`config.mk`:
```
export PLATFORM = sky130hd
export DESIGN_NAME = cpu_bus_arbiter_flat
export DESIGN_NICKNAME = d
export VERILOG_FILES = /design/src/rtl/cpu_bus_pkg.sv /design/src/rtl/cpu_bus_arbiter_if.sv /design/src/rtl/cpu_bus_mux.sv /design/src/rtl/cpu_bus_arbiter.sv /design/src/flat_wrapper.sv
export SDC_FILE = /design/constraint.sdc
export NUM_CORES = 1
export LEC_CHECK = 0
export ABC_AREA = 1
export BUFFER_PORTS_ARGS = -buffer_cell sky130_fd_sc_hd__buf_2
export CAP_MARGIN = 20
export CORE_ASPECT_RATIO = 0.9
export CORE_MARGIN = 2
export CORE_UTILIZATION = 43
export DETAILED_ROUTE_END_ITERATION = 8
export MAX_ROUTING_LAYER = met4
export PLACE_DENSITY = 0.81
export SETUP_SLACK_MARGIN = 0.5
export SLEW_MARGIN = 5
export SYNTH_ARGS = -nofsm -noshare
export SYNTH_HDL_FRONTEND = slang
export SYNTH_SLANG_ARGS = --single-unit
```
`constraint.sdc`:
```
create_clock -name clk -period 2 [get_ports clk]
set_input_delay 0.4 -clock clk [delete_from_list [all_inputs] [get_ports clk]]
set_output_delay 0.4 -clock clk [all_outputs]
set_load 0.02 [all_outputs]
```
`src/rtl/cpu_bus_pkg.sv`:
```
// -----------------------------------------------------------------------------
// cpu_bus_pkg
// Shared definitions for the CPU/DMA RAM-port arbiter:
//   arb_state_t             - arbiter state, 2-bit encoding
//   DEFAULT_MAX_BURST       - default maximum DMA transfers per grant
//   DEFAULT_CPU_MIN_CYCLES  - default guaranteed CPU run between bursts
// -----------------------------------------------------------------------------
`timescale 1ns/1ps

package cpu_bus_pkg;

   typedef enum logic [1:0] {
      CPU_OWN = 2'b00,
      DRAIN   = 2'b01,
      DMA_OWN = 2'b10,
      RESTORE = 2'b11
   } arb_state_t;

   localparam int DEFAULT_MAX_BURST      = 16;
   localparam int DEFAULT_CPU_MIN_CYCLES = 8;

endpackage

```
`src/rtl/cpu_bus_arbiter_if.sv`:
```
// -----------------------------------------------------------------------------
// cpu_bus_arbiter_if
// Bundles the CPU side, DMA side and RAM side of the arbiter.
//   slave  : view taken by the arbiter (consumes CPU/DMA requests and RAM
//            read data, drives RAM address/data/we, RDY, grant, read data).
//   master : view taken by the surrounding system (CPU, DMA engine, RAM).
// -----------------------------------------------------------------------------
`timescale 1ns/1ps

interface cpu_bus_arbiter_if;

   // CPU side
   logic [15:0] cpu_addr;
   logic [7:0]  cpu_wdata;
   logic        cpu_we;
   logic        cpu_rdy;
   logic [7:0]  cpu_rdata;

   // DMA side
   logic        dma_req;
   logic [15:0] dma_addr;
   logic [7:0]  dma_wdata;
   logic        dma_we;
   logic        dma_gnt;
   logic [7:0]  dma_rdata;
   logic        dma_rvalid;

   // RAM side
   logic [15:0] mem_addr;
   logic [7:0]  mem_wdata;
   logic        mem_we;
   logic [7:0]  mem_rdata;

   modport slave (
      input  cpu_addr, cpu_wdata, cpu_we,
      output cpu_rdy, cpu_rdata,
      input  dma_req, dma_addr, dma_wdata, dma_we,
      output dma_gnt, dma_rdata, dma_rvalid,
      output mem_addr, mem_wdata, mem_we,
      input  mem_rdata
   );

   modport master (
      output cpu_addr, cpu_wdata, cpu_we,
      input  cpu_rdy, cpu_rdata,
      output dma_req, dma_addr, dma_wdata, dma_we,
      input  dma_gnt, dma_rdata, dma_rvalid,
      input  mem_addr, mem_wdata, mem_we,
      output mem_rdata
   );

endinterface

```
`src/rtl/cpu_bus_mux.sv`:
```
// -----------------------------------------------------------------------------
// cpu_bus_mux
// Combinational RAM-port multiplexer selected by the arbiter state.
//   state                       in  current arbiter state
//   cpu_addr/cpu_wdata/cpu_we   in  CPU request
//   dma_req/dma_addr/
//   dma_wdata/dma_we            in  DMA request
//   mem_addr/mem_wdata/mem_we   out RAM port
// Only DMA_OWN routes the DMA engine to RAM; every other state shows the
// CPU address. Writes are suppressed in DRAIN and RESTORE, where the CPU is
// stalled but its address must stay on the bus to (re)fetch read data.
// -----------------------------------------------------------------------------
`timescale 1ns/1ps

module cpu_bus_mux
   import cpu_bus_pkg::*;
(
   input  arb_state_t  state,
   input  logic [15:0] cpu_addr,
   input  logic [7:0]  cpu_wdata,
   input  logic        cpu_we,
   input  logic        dma_req,
   input  logic [15:0] dma_addr,
   input  logic [7:0]  dma_wdata,
   input  logic        dma_we,
   output logic [15:0] mem_addr,
   output logic [7:0]  mem_wdata,
   output logic        mem_we
);

   always_comb begin
      mem_addr  = cpu_addr;
      mem_wdata = cpu_wdata;
      mem_we    = 1'b0;
      case (state)
         CPU_OWN: mem_we = cpu_we;
         DMA_OWN: begin
            mem_addr  = dma_addr;
            mem_wdata = dma_wdata;
            // A low request cycle is not a transfer, so it must not write.
            mem_we    = dma_we & dma_req;
         end
         default: mem_we = 1'b0;
      endcase
   end

endmodule

```
`src/rtl/cpu_bus_arbiter.sv`:
```
// -----------------------------------------------------------------------------
// cpu_bus_arbiter
// Shares one synchronous-read RAM port between the 6502 core and a DMA
// requester. The CPU owns the bus by default; the DMA engine gets bounded
// bursts by stalling the CPU through RDY, and a fairness counter guarantees
// the CPU a run of cycles between bursts.
// Parameters:
//   MAX_BURST       maximum DMA transfers per grant (1..255)
//   CPU_MIN_CYCLES  CPU-owned cycles loaded after each burst (0..255)
// Ports:
//   clk    in  system clock, rising edge
//   reset  in  synchronous, active-low reset
//   bus    slave view of cpu_bus_arbiter_if (CPU, DMA and RAM signals)
// -----------------------------------------------------------------------------
`timescale 1ns/1ps

module cpu_bus_arbiter
   import cpu_bus_pkg::*;
#(
   parameter int MAX_BURST      = DEFAULT_MAX_BURST,
   parameter int CPU_MIN_CYCLES = DEFAULT_CPU_MIN_CYCLES
) (
   input  logic               clk,
   input  logic               reset,
   cpu_bus_arbiter_if.slave   bus
);

   localparam logic [7:0] LAST_XFER = 8'(MAX_BURST - 1);
   localparam logic [7:0] FAIR_LOAD = 8'(CPU_MIN_CYCLES);

   arb_state_t state_reg;
   logic       cpu_rdy_reg;
   logic       dma_gnt_reg;
   logic       dma_rvalid_reg;
   logic [7:0] burst_cnt_reg;
   logic [7:0] fair_cnt_reg;
   logic       arbitrate;

   // A CPU write cycle is never interrupted: arbitration simply waits for a
   // non-write cycle, which also keeps DMA addresses off the bus while WE=1.
   assign arbitrate = bus.dma_req & ~bus.cpu_we & (fair_cnt_reg == 8'd0);

   always_ff @(posedge clk) begin
      if (!reset) begin
         state_reg      <= CPU_OWN;
         cpu_rdy_reg    <= 1'b1;
         dma_gnt_reg    <= 1'b0;
         dma_rvalid_reg <= 1'b0;
         burst_cnt_reg  <= 8'd0;
         fair_cnt_reg   <= 8'd0;
      end else begin
         // Read data returns one cycle after the address, so validity is
         // simply the previous cycle's DMA read strobe.
         dma_rvalid_reg <= (state_reg == DMA_OWN) & bus.dma_req & ~bus.dma_we;
         case (state_reg)
            CPU_OWN: begin
               if (fair_cnt_reg != 8'd0) begin
                  fair_cnt_reg <= fair_cnt_reg - 8'd1;
               end
               if (arbitrate) begin
                  state_reg   <= DRAIN;
                  cpu_rdy_reg <= 1'b0;
               end
            end
            DRAIN: begin
               state_reg     <= DMA_OWN;
               dma_gnt_reg   <= 1'b1;
               burst_cnt_reg <= 8'd0;
            end
            DMA_OWN: begin
               if (!bus.dma_req) begin
                  state_reg   <= RESTORE;
                  dma_gnt_reg <= 1'b0;
               end else begin
                  burst_cnt_reg <= burst_cnt_reg + 8'd1;
                  if (burst_cnt_reg == LAST_XFER) begin
                     state_reg   <= RESTORE;
                     dma_gnt_reg <= 1'b0;
                  end
               end
            end
            RESTORE: begin
               state_reg    <= CPU_OWN;
               cpu_rdy_reg  <= 1'b1;
               fair_cnt_reg <= FAIR_LOAD;
            end
            default: state_reg <= CPU_OWN;
         endcase
      end
   end

   cpu_bus_mux u_mux (
      .state     (state_reg),
      .cpu_addr  (bus.cpu_addr),
      .cpu_wdata (bus.cpu_wdata),
      .cpu_we    (bus.cpu_we),
      .dma_req   (bus.dma_req),
      .dma_addr  (bus.dma_addr),
      .dma_wdata (bus.dma_wdata),
      .dma_we    (bus.dma_we),
      .mem_addr  (bus.mem_addr),
      .mem_wdata (bus.mem_wdata),
      .mem_we    (bus.mem_we)
   );

   assign bus.cpu_rdy    = cpu_rdy_reg;
   assign bus.dma_gnt    = dma_gnt_reg;
   assign bus.dma_rvalid = dma_rvalid_reg;
   assign bus.cpu_rdata  = bus.mem_rdata;
   assign bus.dma_rdata  = bus.mem_rdata;

endmodule
```
`src/flat_wrapper.sv`:
```
// flat-port wrapper written by rule: the top's interface ports become plain ports
module cpu_bus_arbiter_flat import cpu_bus_pkg::*;
#(
   parameter int MAX_BURST      = DEFAULT_MAX_BURST,
   parameter int CPU_MIN_CYCLES = DEFAULT_CPU_MIN_CYCLES
)
  (clk, reset, bus_cpu_addr, bus_cpu_wdata, bus_cpu_we, bus_cpu_rdy, bus_cpu_rdata, bus_dma_req, bus_dma_addr, bus_dma_wdata, bus_dma_we, bus_dma_gnt, bus_dma_rdata, bus_dma_rvalid, bus_mem_addr, bus_mem_wdata, bus_mem_we, bus_mem_rdata);
  cpu_bus_arbiter_if bus_i ();
  input  logic clk;
  input  logic reset;
  input wire logic [$bits(bus_i.cpu_addr)-1:0] bus_cpu_addr;
  input wire logic [$bits(bus_i.cpu_wdata)-1:0] bus_cpu_wdata;
  input wire logic [$bits(bus_i.cpu_we)-1:0] bus_cpu_we;
  output wire logic [$bits(bus_i.cpu_rdy)-1:0] bus_cpu_rdy;
  output wire logic [$bits(bus_i.cpu_rdata)-1:0] bus_cpu_rdata;
  input wire logic [$bits(bus_i.dma_req)-1:0] bus_dma_req;
  input wire logic [$bits(bus_i.dma_addr)-1:0] bus_dma_addr;
  input wire logic [$bits(bus_i.dma_wdata)-1:0] bus_dma_wdata;
  input wire logic [$bits(bus_i.dma_we)-1:0] bus_dma_we;
  output wire logic [$bits(bus_i.dma_gnt)-1:0] bus_dma_gnt;
  output wire logic [$bits(bus_i.dma_rdata)-1:0] bus_dma_rdata;
  output wire logic [$bits(bus_i.dma_rvalid)-1:0] bus_dma_rvalid;
  output wire logic [$bits(bus_i.mem_addr)-1:0] bus_mem_addr;
  output wire logic [$bits(bus_i.mem_wdata)-1:0] bus_mem_wdata;
  output wire logic [$bits(bus_i.mem_we)-1:0] bus_mem_we;
  input wire logic [$bits(bus_i.mem_rdata)-1:0] bus_mem_rdata;
  assign bus_i.cpu_addr = bus_cpu_addr;
  assign bus_i.cpu_wdata = bus_cpu_wdata;
  assign bus_i.cpu_we = bus_cpu_we;
  assign bus_cpu_rdy = bus_i.cpu_rdy;
  assign bus_cpu_rdata = bus_i.cpu_rdata;
  assign bus_i.dma_req = bus_dma_req;
  assign bus_i.dma_addr = bus_dma_addr;
  assign bus_i.dma_wdata = bus_dma_wdata;
  assign bus_i.dma_we = bus_dma_we;
  assign bus_dma_gnt = bus_i.dma_gnt;
  assign bus_dma_rdata = bus_i.dma_rdata;
  assign bus_dma_rvalid = bus_i.dma_rvalid;
  assign bus_mem_addr = bus_i.mem_addr;
  assign bus_mem_wdata = bus_i.mem_wdata;
  assign bus_mem_we = bus_i.mem_we;
  assign bus_i.mem_rdata = bus_mem_rdata;
  cpu_bus_arbiter #(.MAX_BURST(MAX_BURST), .CPU_MIN_CYCLES(CPU_MIN_CYCLES)) u_core (.clk(clk), .reset(reset), .bus(bus_i));
endmodule
```
======== Yosys cells after proc, flatten, opt, wreduce, memory -nomap -nowiden ========
Cells that the tools add are included.
word-level totals
  flip-flop bits (word level) ............. 21
  bits of input ports ..................... 61
  output and inout bits ................... 44
  word-level logic and storage cells ...... 49
operators by class
  add/subtract/negate cells ............... 2
  equal/unequal tests ..................... 8
  muxes and demuxes ....................... 16
  bitwise gates (word level) .............. 7
  reductions and logical operators ........ 10
operators by type and width
  operator                                                                 number
  8-bit one-hot mux with 2 select lines                                    2
  8-bit two-way mux                                                        3
  16-bit two-way mux                                                       1
  2-bit AND reduction                                                      5
  8-bit by 1-bit adder with 8-bit output, second input constant            1
  8-bit by 4-bit == test with 1-bit output, second input constant          1
  8-bit zero test                                                          1
  2-bit one-hot mux with 4 select lines                                    1
  8-bit nonzero test                                                       1
  8-bit by 1-bit subtractor with 8-bit output, second input constant       1
  2-bit two-way mux                                                        3
  1-bit one-hot mux with 2 select lines                                    3
  1-bit AND                                                                5
  2-bit == test, second input constant                                     2
  2-bit by 1-bit inequality test with 1-bit output, second input constant  2
  2-bit nonzero test                                                       2
  1-bit two-way mux                                                        3
  3-bit inequality test, second input constant                             1
  2-bit by 1-bit == test with 1-bit output, second input constant          1
  2-bit zero test                                                          1
  2-bit inequality test, second input constant                             1
  1-bit NOT                                                                2

======== Depth between registers and ports, before layout ========
  depth after elaboration ................. 5
  gate-level depth with buffers ........... 11
  mapped depth without buffers ............ 10

======== Cells and area by module ========
A second synthesis with hierarchy kept.
second synthesis, totals
  cells, all modules ...................... 272
  area total of the unflattened synthesis .. 1702.9 um2
modules (own cells, without submodules)
  module           times used  cells each  area each (um2)
  cpu_bus_arbiter  1           184         1296.2
  cpu_bus_mux      1           88          406.6

======== Least setup slack after synthesis ========
No wires, ideal clock.
  kind .................................... reg2out
  start ................................... reg u_core.state_reg[0]
  end ..................................... out bus_mem_addr[0]
  arrival ................................. 1.350 ns
  data required time ...................... 1.600 ns
  slack ................................... 0.250 ns
  cell stages (with the launch flop) ...... 8
  buffers on the path ..................... 2
  cell sequence ........................... dfxtp_1 inv_1 ha_1 buf_4 inv_4 clkbuf_1 nand2_1 nand2_1
between the ends
  word-level cells in the longest chain between the ends .. 2
ends and longest elaborated chain
  element                   RTL line               RTL
  start: declaration        cpu_bus_arbiter.sv:31  arb_state_t state_reg;
  start signal: assignment  cpu_bus_arbiter.sv:45  state_reg <= CPU_OWN;
  start signal: assignment  cpu_bus_arbiter.sv:61  state_reg <= DRAIN;
  start signal: assignment  cpu_bus_arbiter.sv:66  state_reg <= DMA_OWN;
  2-bit == test             cpu_bus_mux.sv:35      case (state)
  16-bit two-way mux        cpu_bus_mux.sv:35
  end: declaration          flat_wrapper.sv:23     output wire logic [$bits(bus_i.mem_addr)-1:0] bus_mem_addr;
No other way between the ends.

======== Worst setup path after layout ========
  start ................................... reg u_core.state_reg[0]
  end ..................................... out bus_mem_addr[13]
The elaborated chain is that of the path after synthesis.

==> metrics.yaml <==
detailed_routing:
  wl_um: 6020
  ant_nets: 0
  routed_via_density: 5.22
  drt_first_pass_iters: 4
  vias: 2062
  wl_per_cell_um: 15.2
  drc: 0
  drt_iter0_drc: 123
global_route:
  overflow: 0
  antenna_found_initial: 0
  grt_pass1_vias: 1920
  grtUsageTotal_pct: 24.9
  grt_max_degree: 14
  grt_pass1_wl_um: 8600
setup_path:
  cp_slowest_stage_delay_ns: 0.36
  worstPathCellList: "inv_4 > ha_4 > buf_12 > buf_16 > nand2_2 > nand2_2 > buf_6"
  path_class: "flop to primary output"
  arrival_ns: 1.38
  end_kind: "primary output"
  worst_path_most_repeated_cell: "nand2_2"
  critPathMaxFanout: 6
  critPathLaunchType: "flop"
  critPathSlowestCell: "dfxtp_4"
  critPathRequiredTime_ns: 1.60
power:
  p_leak_uw: 0.00140
  power.total_uw: 4010
  p_per_area_nw_per_um2: 1490
  ir_worst_vdd_mv: 1.06
floorplanning:
  io_pins: 105
  die_y_um: 62.6
  dieArea_um2: 4320
  std_cell_rows: 21
  initial_utilization_pct: 44.6
  core_area_um2: 3680
  die_x_um: 69.1
logic_synthesis:
  synthXorXnorAreaFrac_pct: 1.07
  synth_compound_area_share_pct: 8.47
  ys_ff_latch: 21
  synth_top_family_by_area: "simple AND/OR/NAND/NOR gates"
  synth_cell_types: 29
  avgSynthCellArea_um2: 6.09
  synthAdderAreaFrac_pct: 6.11
  yosysSeqAreaShare_pct: 25.6
  netlist_instances: 269
  synth-simple-area-share_pct: 42.9
  yosys_warnings: 0
  syn_area_um2: 1640
  syn_nets: 338
  muxShareOfSynthArea_pct: 0
cells_and_area:
  nets: 419
  diodes: 0
  syn2layout_area_growth_pct: 64.0
  layout_commonest_cell: "buf_2"
  drive_gt1_share_pct: 54.4
  most-common-layout-cells: "buf_2 (55), nand2_1 (48), nand2_2 (41)"
sta:
  hold_viol_final: 0
  max_slew_margin_pct: 79.9
  period_share_pct: 88.9
  period_needed_ns: 1.78
  maxSlewViolCount: 0
  finalSetupTns_ns: 0
  rsz0062_at_grt: "true"
  setup_viol: 0
  clock_skew_ns: 0.00341
  fmax_mhz: 563
  tightest_slew_ns: 0.301
placement:
  port_buffers: 80
  gpl.final_weighted_congestion: 0.833
  dpl.hpwl_um: 3430
clocking:
  clk-insertion-delay-late_ns: 0.27
  clk_path_buf_depth: 2
  cts.clk_slew.worst_paths_ns: 0.08
  clock_tree.root_cell: "clkbuf_8"
  cts_buffers: 3
  htree_num_levels: 1
  numClockSinks: 21
  cts_hold_buffers: 0
  cts_tree: "done"
job:
  maxCapViolations: 0
run_status:
  outcome: "finished clean"
hold_path:
  min_path_type: "input port to flop"
-- where the power goes --
part | leakage, uW | switching (uW) | internal, uW
clock | 0.0000228 | 147 | 143
sequential | 0.000172 | 97.9 | 535
combinational | 0.00121 | 1780 | 1310
total | 0.00140 | 2030 | 1990
-- area by class of cell --
type	count	area (um^2)
tap	46	57.6
multi-input combinational	199	1270
timing repair buffer	97	756
clock buffer	4	45.0
sequential	21	425
timing repair inverter	1	16.3
fill	270	990
inverter	27	121
-- cells in the mapped netlist --
cell type | count | area share (%)
nor3_4 | 1 | 0.99
o21ai_1 | 1 | 0.31
xor2_1 | 2 | 1.1
nor3_1 | 4 | 1.2
nand2_2 | 3 | 1.1
or2_1 | 1 | 0.38
nand3_4 | 1 | 1.1
ha_1 | 8 | 6.1
dfxtp_1 | 21 | 26
inv_2 | 4 | 0.92
nand2_4 | 1 | 0.69
nand2_1 | 104 | 24
clkbuf_1 | 4 | 0.92
o211ai_1 | 1 | 0.46
a21oi_1 | 13 | 4.0
nor4_1 | 1 | 0.38
buf_2 | 2 | 0.61
a211oi_1 | 1 | 0.46
nand4_1 | 3 | 1.1
o21ai_0 | 6 | 1.8
nor2_2 | 6 | 2.3
inv_1 | 21 | 4.8
inv_4 | 2 | 0.76
nor2_1 | 24 | 5.5
buf_4 | 17 | 7.8
a22o_1 | 1 | 0.53
nand3_1 | 14 | 4.3
o21bai_1 | 1 | 0.46
a22oi_1 | 1 | 0.46
-- logic make-up after synthesis --
logic type / after synthesis
and+or+nand+nor: 163
buffers and inverters: 50
AOI/OAI and AO/OA: 25
DFF: 21
adders and majority gates: 8
xor gates and xnor gates: 2
-- repair_timing --
| item | in CTS | in global routing |
|---|---|---|
| hold endpoints to repair | 0 | 0 |
| gates resized for setup | 95 | 48 |
| gates cloned | 3 | 1 |
| buffers inserted | 8 | 4 |
| setup endpoints to repair | 30 | 40 |
| pin swaps | 15 | 12 |
-- final timing paths --
kind                                   startpoint                              endpoint  slack [ns]  cells after the start
min reg2reg  u_core.burst_cnt_reg[1]$_SDFFE_PN0P_  u_core.burst_cnt_reg[1]$_SDFFE_PN0P_        0.50                      2
max reg2reg      u_core.state_reg[0]$_SDFFE_PN0P_  u_core.burst_cnt_reg[5]$_SDFFE_PN0P_        0.50                     11
max              u_core.state_reg[0]$_SDFFE_PN0P_                      bus_mem_addr[13]        0.22                      7
min                                    bus_dma_we      u_core.bus.dma_rvalid$_SDFF_PN0_        0.31                      2
-- stage by stage --
step           util [%]  worst slack [ns]  cells  hold slack (ns)  area, um^2
3_5_place_dp       55.0             0.266    375            0.470        2020
2_1_floorplan         -             0.510    269            0.447        1720
5_1_grt            73.1             0.189    395            0.329        2690
3_3_place_gp       55.0             0.290    375            0.471        2020
6_report           73.1             0.222    395            0.307        2690
4_1_cts            67.2             0.252    390            0.297        2470
-- critical path, delay by kind of cell, from the launching register on --
family                   cells  cell delay (ns)
flip-flops                   1             0.36
AND/OR/NAND/NOR              2             0.13
buffers and inverters        4             0.45
adder cells (fa/ha/maj)      1             0.16
-- per-layer routing --
| metal | track usage (%) | wire length, um |
|---|---|---|
| met1 | 29.2 | 2490 |
| met2 | 41.9 | 2960 |
| met3 | 5.00 | 457 |
| met4 | 9.80 | 116 |
| met5 | - | 0 |
Power figures use the tool's default switching activity.
